--- src/rtl/maze_pkg.sv ---
// Shared grid geometry, sentinel cell values and cursor FSM encoding for the maze cursor.
package maze_pkg;

   localparam int unsigned MAZE_COLS  = 18;
   localparam int unsigned MAZE_ROWS  = 11;
   localparam int unsigned MAZE_CELLS = 198;
   localparam logic [7:0]  CELL_HIT   = 8'd255;
   localparam logic [7:0]  START_CELL = 8'd181;

   localparam logic [1:0] PLAY = 2'd0;
   localparam logic [1:0] HIT  = 2'd1;
   localparam logic [1:0] OVER = 2'd2;

   typedef enum logic [1:0] {
      StPlay = PLAY,
      StHit  = HIT,
      StOver = OVER
   } cursor_state_e;

endpackage

--- src/rtl/step_tick_gen.sv ---
// Step prescaler: pulses tick for one CLK on the last cycle of every DIV-cycle period.
module step_tick_gen #(
   parameter int unsigned DIV = 625000
) (
   input  logic CLK,
   input  logic RESET,
   output logic tick
);

   localparam int unsigned CntW = (DIV > 1) ? $clog2(DIV) : 1;

   logic [CntW-1:0] cnt_q, cnt_d;

   assign tick = (cnt_q == CntW'(DIV - 1));

   always_comb begin
      cnt_d = tick ? '0 : cnt_q + 1'b1;
   end

   always_ff @(posedge CLK) begin
      if (!RESET) begin
         cnt_q <= '0;
      end else begin
         cnt_q <= cnt_d;
      end
   end

endmodule

--- src/rtl/maze_cursor_ctrl.sv ---
// Player cursor controller: steps the cursor cell on each step tick, handles wall hits and respawn.
// Optional life counting and game-over state are enabled by defining CURSOR_LIVES_EN.
module maze_cursor_ctrl
   import maze_pkg::*;
#(
   parameter int unsigned COLS       = MAZE_COLS,
   parameter int unsigned ROWS       = MAZE_ROWS,
   parameter int unsigned STEP_DIV   = 625000,
   parameter int unsigned HIT_TICKS  = 10,
   parameter logic [7:0]  START_CELL = 8'd181
) (
   input  logic                 CLK,
   input  logic                 RESET,
   input  logic                 btn_up,
   input  logic                 btn_down,
   input  logic                 btn_left,
   input  logic                 btn_right,
   input  logic [COLS*ROWS-1:0] mazestate,
   input  logic [7:0]           begin_spot,
   output logic [7:0]           count,
   output logic                 hit,
   output logic                 step_tick,
   output logic [1:0]           lives,
   output logic                 game_over
);

   localparam int unsigned Cells = COLS * ROWS;
   localparam int unsigned HoldW = (HIT_TICKS > 1) ? $clog2(HIT_TICKS) : 1;

   cursor_state_e    state_q, state_d;
   logic [7:0]       count_q, count_d;
   logic [HoldW-1:0] hold_q, hold_d;

   logic       tick;
   logic [7:0] row, col, target, respawn;
   logic       move_req, off_grid, target_open;

   step_tick_gen #(
      .DIV (STEP_DIV)
   ) u_step_tick_gen (
      .CLK   (CLK),
      .RESET (RESET),
      .tick  (tick)
   );

   assign row     = count_q / 8'(COLS);
   assign col     = count_q % 8'(COLS);
   assign respawn = (begin_spot > 8'(Cells - 1)) ? START_CELL : begin_spot;

   // Only the highest-priority pressed button produces a move request.
   always_comb begin
      move_req = 1'b1;
      off_grid = 1'b0;
      target   = count_q;
      if (btn_up) begin
         off_grid = (row == 8'd0);
         target   = count_q - 8'(COLS);
      end else if (btn_down) begin
         off_grid = (row == 8'(ROWS - 1));
         target   = count_q + 8'(COLS);
      end else if (btn_left) begin
         off_grid = (col == 8'd0);
         target   = count_q - 8'd1;
      end else if (btn_right) begin
         off_grid = (col == 8'(COLS - 1));
         target   = count_q + 8'd1;
      end else begin
         move_req = 1'b0;
      end
      target_open = (target < 8'(Cells)) && mazestate[target];
   end

`ifdef CURSOR_LIVES_EN
   logic [1:0] lives_q, lives_d;
`endif

   always_comb begin
      state_d = state_q;
      count_d = count_q;
      hold_d  = hold_q;
`ifdef CURSOR_LIVES_EN
      lives_d = lives_q;
`endif
      if (tick) begin
         unique case (state_q)
            StPlay: begin
               if (move_req && !off_grid) begin
                  if (target_open) begin
                     count_d = target;
                  end else begin
                     count_d = CELL_HIT;
                     hold_d  = '0;
`ifdef CURSOR_LIVES_EN
                     if (lives_q == 2'd1) begin
                        lives_d = 2'd0;
                        state_d = StOver;
                     end else begin
                        lives_d = lives_q - 2'd1;
                        state_d = StHit;
                     end
`else
                     state_d = StHit;
`endif
                  end
               end
            end
            StHit: begin
               if (hold_q == HoldW'(HIT_TICKS - 1)) begin
                  count_d = respawn;
                  state_d = StPlay;
               end else begin
                  hold_d = hold_q + 1'b1;
               end
            end
            StOver: state_d = StOver;
            default: state_d = StPlay;
         endcase
      end
   end

   always_ff @(posedge CLK) begin
      if (!RESET) begin
         state_q <= StPlay;
         count_q <= START_CELL;
         hold_q  <= '0;
`ifdef CURSOR_LIVES_EN
         lives_q <= 2'd3;
`endif
      end else begin
         state_q <= state_d;
         count_q <= count_d;
         hold_q  <= hold_d;
`ifdef CURSOR_LIVES_EN
         lives_q <= lives_d;
`endif
      end
   end

   assign count     = count_q;
   assign hit       = (state_q != StPlay);
   assign step_tick = tick;
`ifdef CURSOR_LIVES_EN
   assign lives     = lives_q;
   assign game_over = (state_q == StOver);
`else
   assign lives     = 2'd3;
   assign game_over = 1'b0;
`endif

endmodule

--- config.mk ---
export PLATFORM = sky130hd
export DESIGN_NAME = maze_cursor_ctrl
export DESIGN_NICKNAME = d
export VERILOG_FILES = /design/src/rtl/maze_pkg.sv /design/src/rtl/step_tick_gen.sv /design/src/rtl/maze_cursor_ctrl.sv
export SDC_FILE = /design/constraint.sdc
export NUM_CORES = 1
export LEC_CHECK = 0
export CAP_MARGIN = 40
export CELL_PAD_IN_SITES_DETAIL_PLACEMENT = 1
export CELL_PAD_IN_SITES_GLOBAL_PLACEMENT = 2
export CORE_UTILIZATION = 25
export CTS_BUF_LIST = sky130_fd_sc_hd__clkbuf_4
export DETAILED_ROUTE_END_ITERATION = 7
export DONT_BUFFER_PORTS = 1
export PLACE_DENSITY_LB_ADDON = 0.08
export SLEW_MARGIN = 20
export SYNTH_ARGS = -nofsm -noshare
export SYNTH_HDL_FRONTEND = slang
export SYNTH_SLANG_ARGS = --single-unit
--- constraint.sdc ---
create_clock -name CLK -period 5.42 [get_ports CLK]
set_input_delay 0.542 -clock CLK [delete_from_list [all_inputs] [get_ports CLK]]
set_output_delay 0.542 -clock CLK [all_outputs]
set_load 0.005 [all_outputs]
==> impl_results.md <==
- GRT Resource Usage Total: 21.3%
- Clock Latency Late Sink: 0.34 ns
- Layout cells sized above 1: 10.8%
- Remaining Overflow, GRT: 0
- Fin crit share: 91.7%
- Largest net degree at the start of global routing: 30
- Mapped Cells: 796
- Fin crit period: 4.97 ns
- Worst EP required: 5.70 ns
- FFs w/ async S/R, synth: 0%
- Fillers: 2902
- Endpoints failing setup: 0
- Top cells by area, synth: dfxtp_1, mux2i_1, nand2_1, mux4_2, mux4_1
- Setup TNS: 0 ns
- Status: complete, no violations
- Die height: 158 µm
- Avg Cell Area, Syn: 7.66 µm²
- Die Area: 25000 µm²
- Peak supply drop: 84.9 µV
- DRC: 0
- Post-synth EDFFs: 0
- Via density per instance: 5.94
- Pins over their slew limit: 0
- Final Skew: 0.0158 ns
- Most frequent cells after synthesis: nand2_1, nor2_1, mux2i_1
- Hold path depth: 2
- Slew HR: 51.8%
- Num rows: 56
- Post-Route WL: 27100 µm
- Max_cap viols: 0
- Yosys top cell area share: 11.2%
- Critical-path maximum fanout: 19
- Crit end category: flip-flop
- Setup bufs post-CTS: 0
- Final nets: 994
- PortBufs: 0
- GP Congestion: 0.846
- Post-synth top flop: dfxtp_1
- Io pins: 225
- Initial antenna violation count: 3
- Worst-margin pin slew: 0.723 ns
- Area delta synth->final: 6.52%
- Flops & latches, synth: 34
- Area leader, netlist: dfxtp_1
- Power, Total: 0.750 mW
- H-tree depth: 2
- Final ANT Viol Nets: 0
- Leak: 2.47 nW
- CTS Hold Bufs: 0
- Most frequent cell after synthesis: nand2_1
- Drt pass-1 iters: 5
- TritonCTS clock tree: done
- Avg WL per Cell: 24.8 µm
- Hold Crit Class: input pin to flip-flop
- Mapped Area: 6100 µm²
- Post-synthesis sequential area ratio: 11.2%
- First-pass GRT wire length: 40600 µm
- Post-synth cell types: 92
- CTS clock-pin slew for the worst setup and hold paths: 0.13 ns
- Max Freq: 201 MHz
- CTS Buffer Depth: 2
- Clock sinks: 34
- Signal arrival time at the worst endpoint: 5.25 ns
- YS warnings: 0
- CTS root buf: clkbuf_4
- Unrepaired setup endpoints after global routing: false
- Crit path kind: flip-flop to flip-flop
- Initial DRC Count: 332
- Initial Util: 25.8%
- CTS Buf Count: 5
- Worst R2R Path Depth: 16
- Vias in the first global route: 6685
- Core area: 23700 µm²
- Hold Violations, Final: 0
- Vias: 6485
- Worst setup SP type: flip-flop
- Die W: 158 µm
- PwrDens: 115 nW/µm²
- Post-CTS Resized: 0
- HPWL after DPL: 21500 µm
[registers in the layout (all words and copies together), names as in the netlist]
signal	count
u_step_tick_gen.cnt_q	20
count	8
hold_q	4
state_q	2
[layout make-up]
class	count	area, µm²	share of cell area (%)
multi-input cells	677	4970	76.5
flip-flops and latches	34	681	10.5
well taps	319	399	6.14
repair buffers	32	264	4.06
inverters	19	71.3	1.10
clock inverters	3	68.8	1.06
clock buffers	5	37.5	0.578
diodes	2	5.00	0.0770
[power breakdown]
| group | switching [mW] | total [mW] | internal [mW] |
|---|---|---|---|
| registers | 0.00350 | 0.256 | 0.252 |
| logic | 0.143 | 0.249 | 0.105 |
| clock network | 0.101 | 0.245 | 0.144 |
| total | 0.248 | 0.750 | 0.502 |
[metal layers]
metal	vias up	share of wire [%]	GRT usage, %
met5	-	0.033	0
met1	3221	42	26.4
met4	2	1.8	5.17
li1	3028	-	-
met2	204	51	38.2
met3	30	5.2	3.34
[worst max-delay path, cell delays in order, from the launching register on]
cell,delay [ns]
dfxtp_1,0.64
buf_4,0.33
nand2_1,0.19
o22a_1,0.24
o211ai_1,0.44
a211oi_1,0.12
a21oi_2,0.32
nor2_1,0.09
xnor2_1,0.18
ha_1,0.26
a22o_1,0.23
a221o_1,0.36
nor4b_1,0.30
a31oi_1,0.15
a21oi_1,0.41
a211o_1,0.41
mux2i_1,0.23
[final timing paths]
| check | end | from | slack [ns] |
|---|---|---|---|
| hold reg to reg | u_step_tick_gen.cnt_q[0] | u_step_tick_gen.cnt_q[0] | 0.49 |
| setup reg to reg | count[6] | count[3] | 0.45 |
| setup / recovery | count[6] | count[3] | 0.45 |
| hold / removal | state_q[1] | RESET | 0.32 |
[through the flow]
step	utilization [%]	hold slack, ns	cell area, µm²	setup WS, ns	std cells
after floorplan	-	0.430	6100	0.703	797
after detailed placement	26.8	0.466	6350	0.400	1078
after global routing	27.4	0.292	6500	0.00510	1091
after CTS	27.3	0.305	6460	0.352	1086
final	27.4	0.319	6500	0.450	1091
after global placement	26.8	0.450	6350	0.621	1077
[logic make-up (layout without fill, tap and decap cells)]
kind of cell | count (synthesis) | after routing | synth area share [%]
AND/OR/NAND/NOR | 308 | 308 | 25.3
AO/OA/AOI/OAI | 242 | 242 | 30.0
buffers and inverters | 86 | 59 | 7.59
multiplexers | 84 | 84 | 19.2
flip-flops | 34 | 34 | 11.2
XOR/XNOR | 27 | 27 | 4.00
adder cells (fa/ha/maj) | 13 | 13 | 2.67
other | 2 | 5 | 0.123
[placed cells by master (no fill, tap or decap), types with 21 or more instances in the layout]
cell type	count
a211oi_1	25
a21oi_1	33
and3_1	21
buf_4	27
dfxtp_1	34
mux2i_1	54
nand2_1	93
nand3_1	46
nor2_1	61
o21ai_0	25
Note: power is estimated with default switching activity, not from simulation.
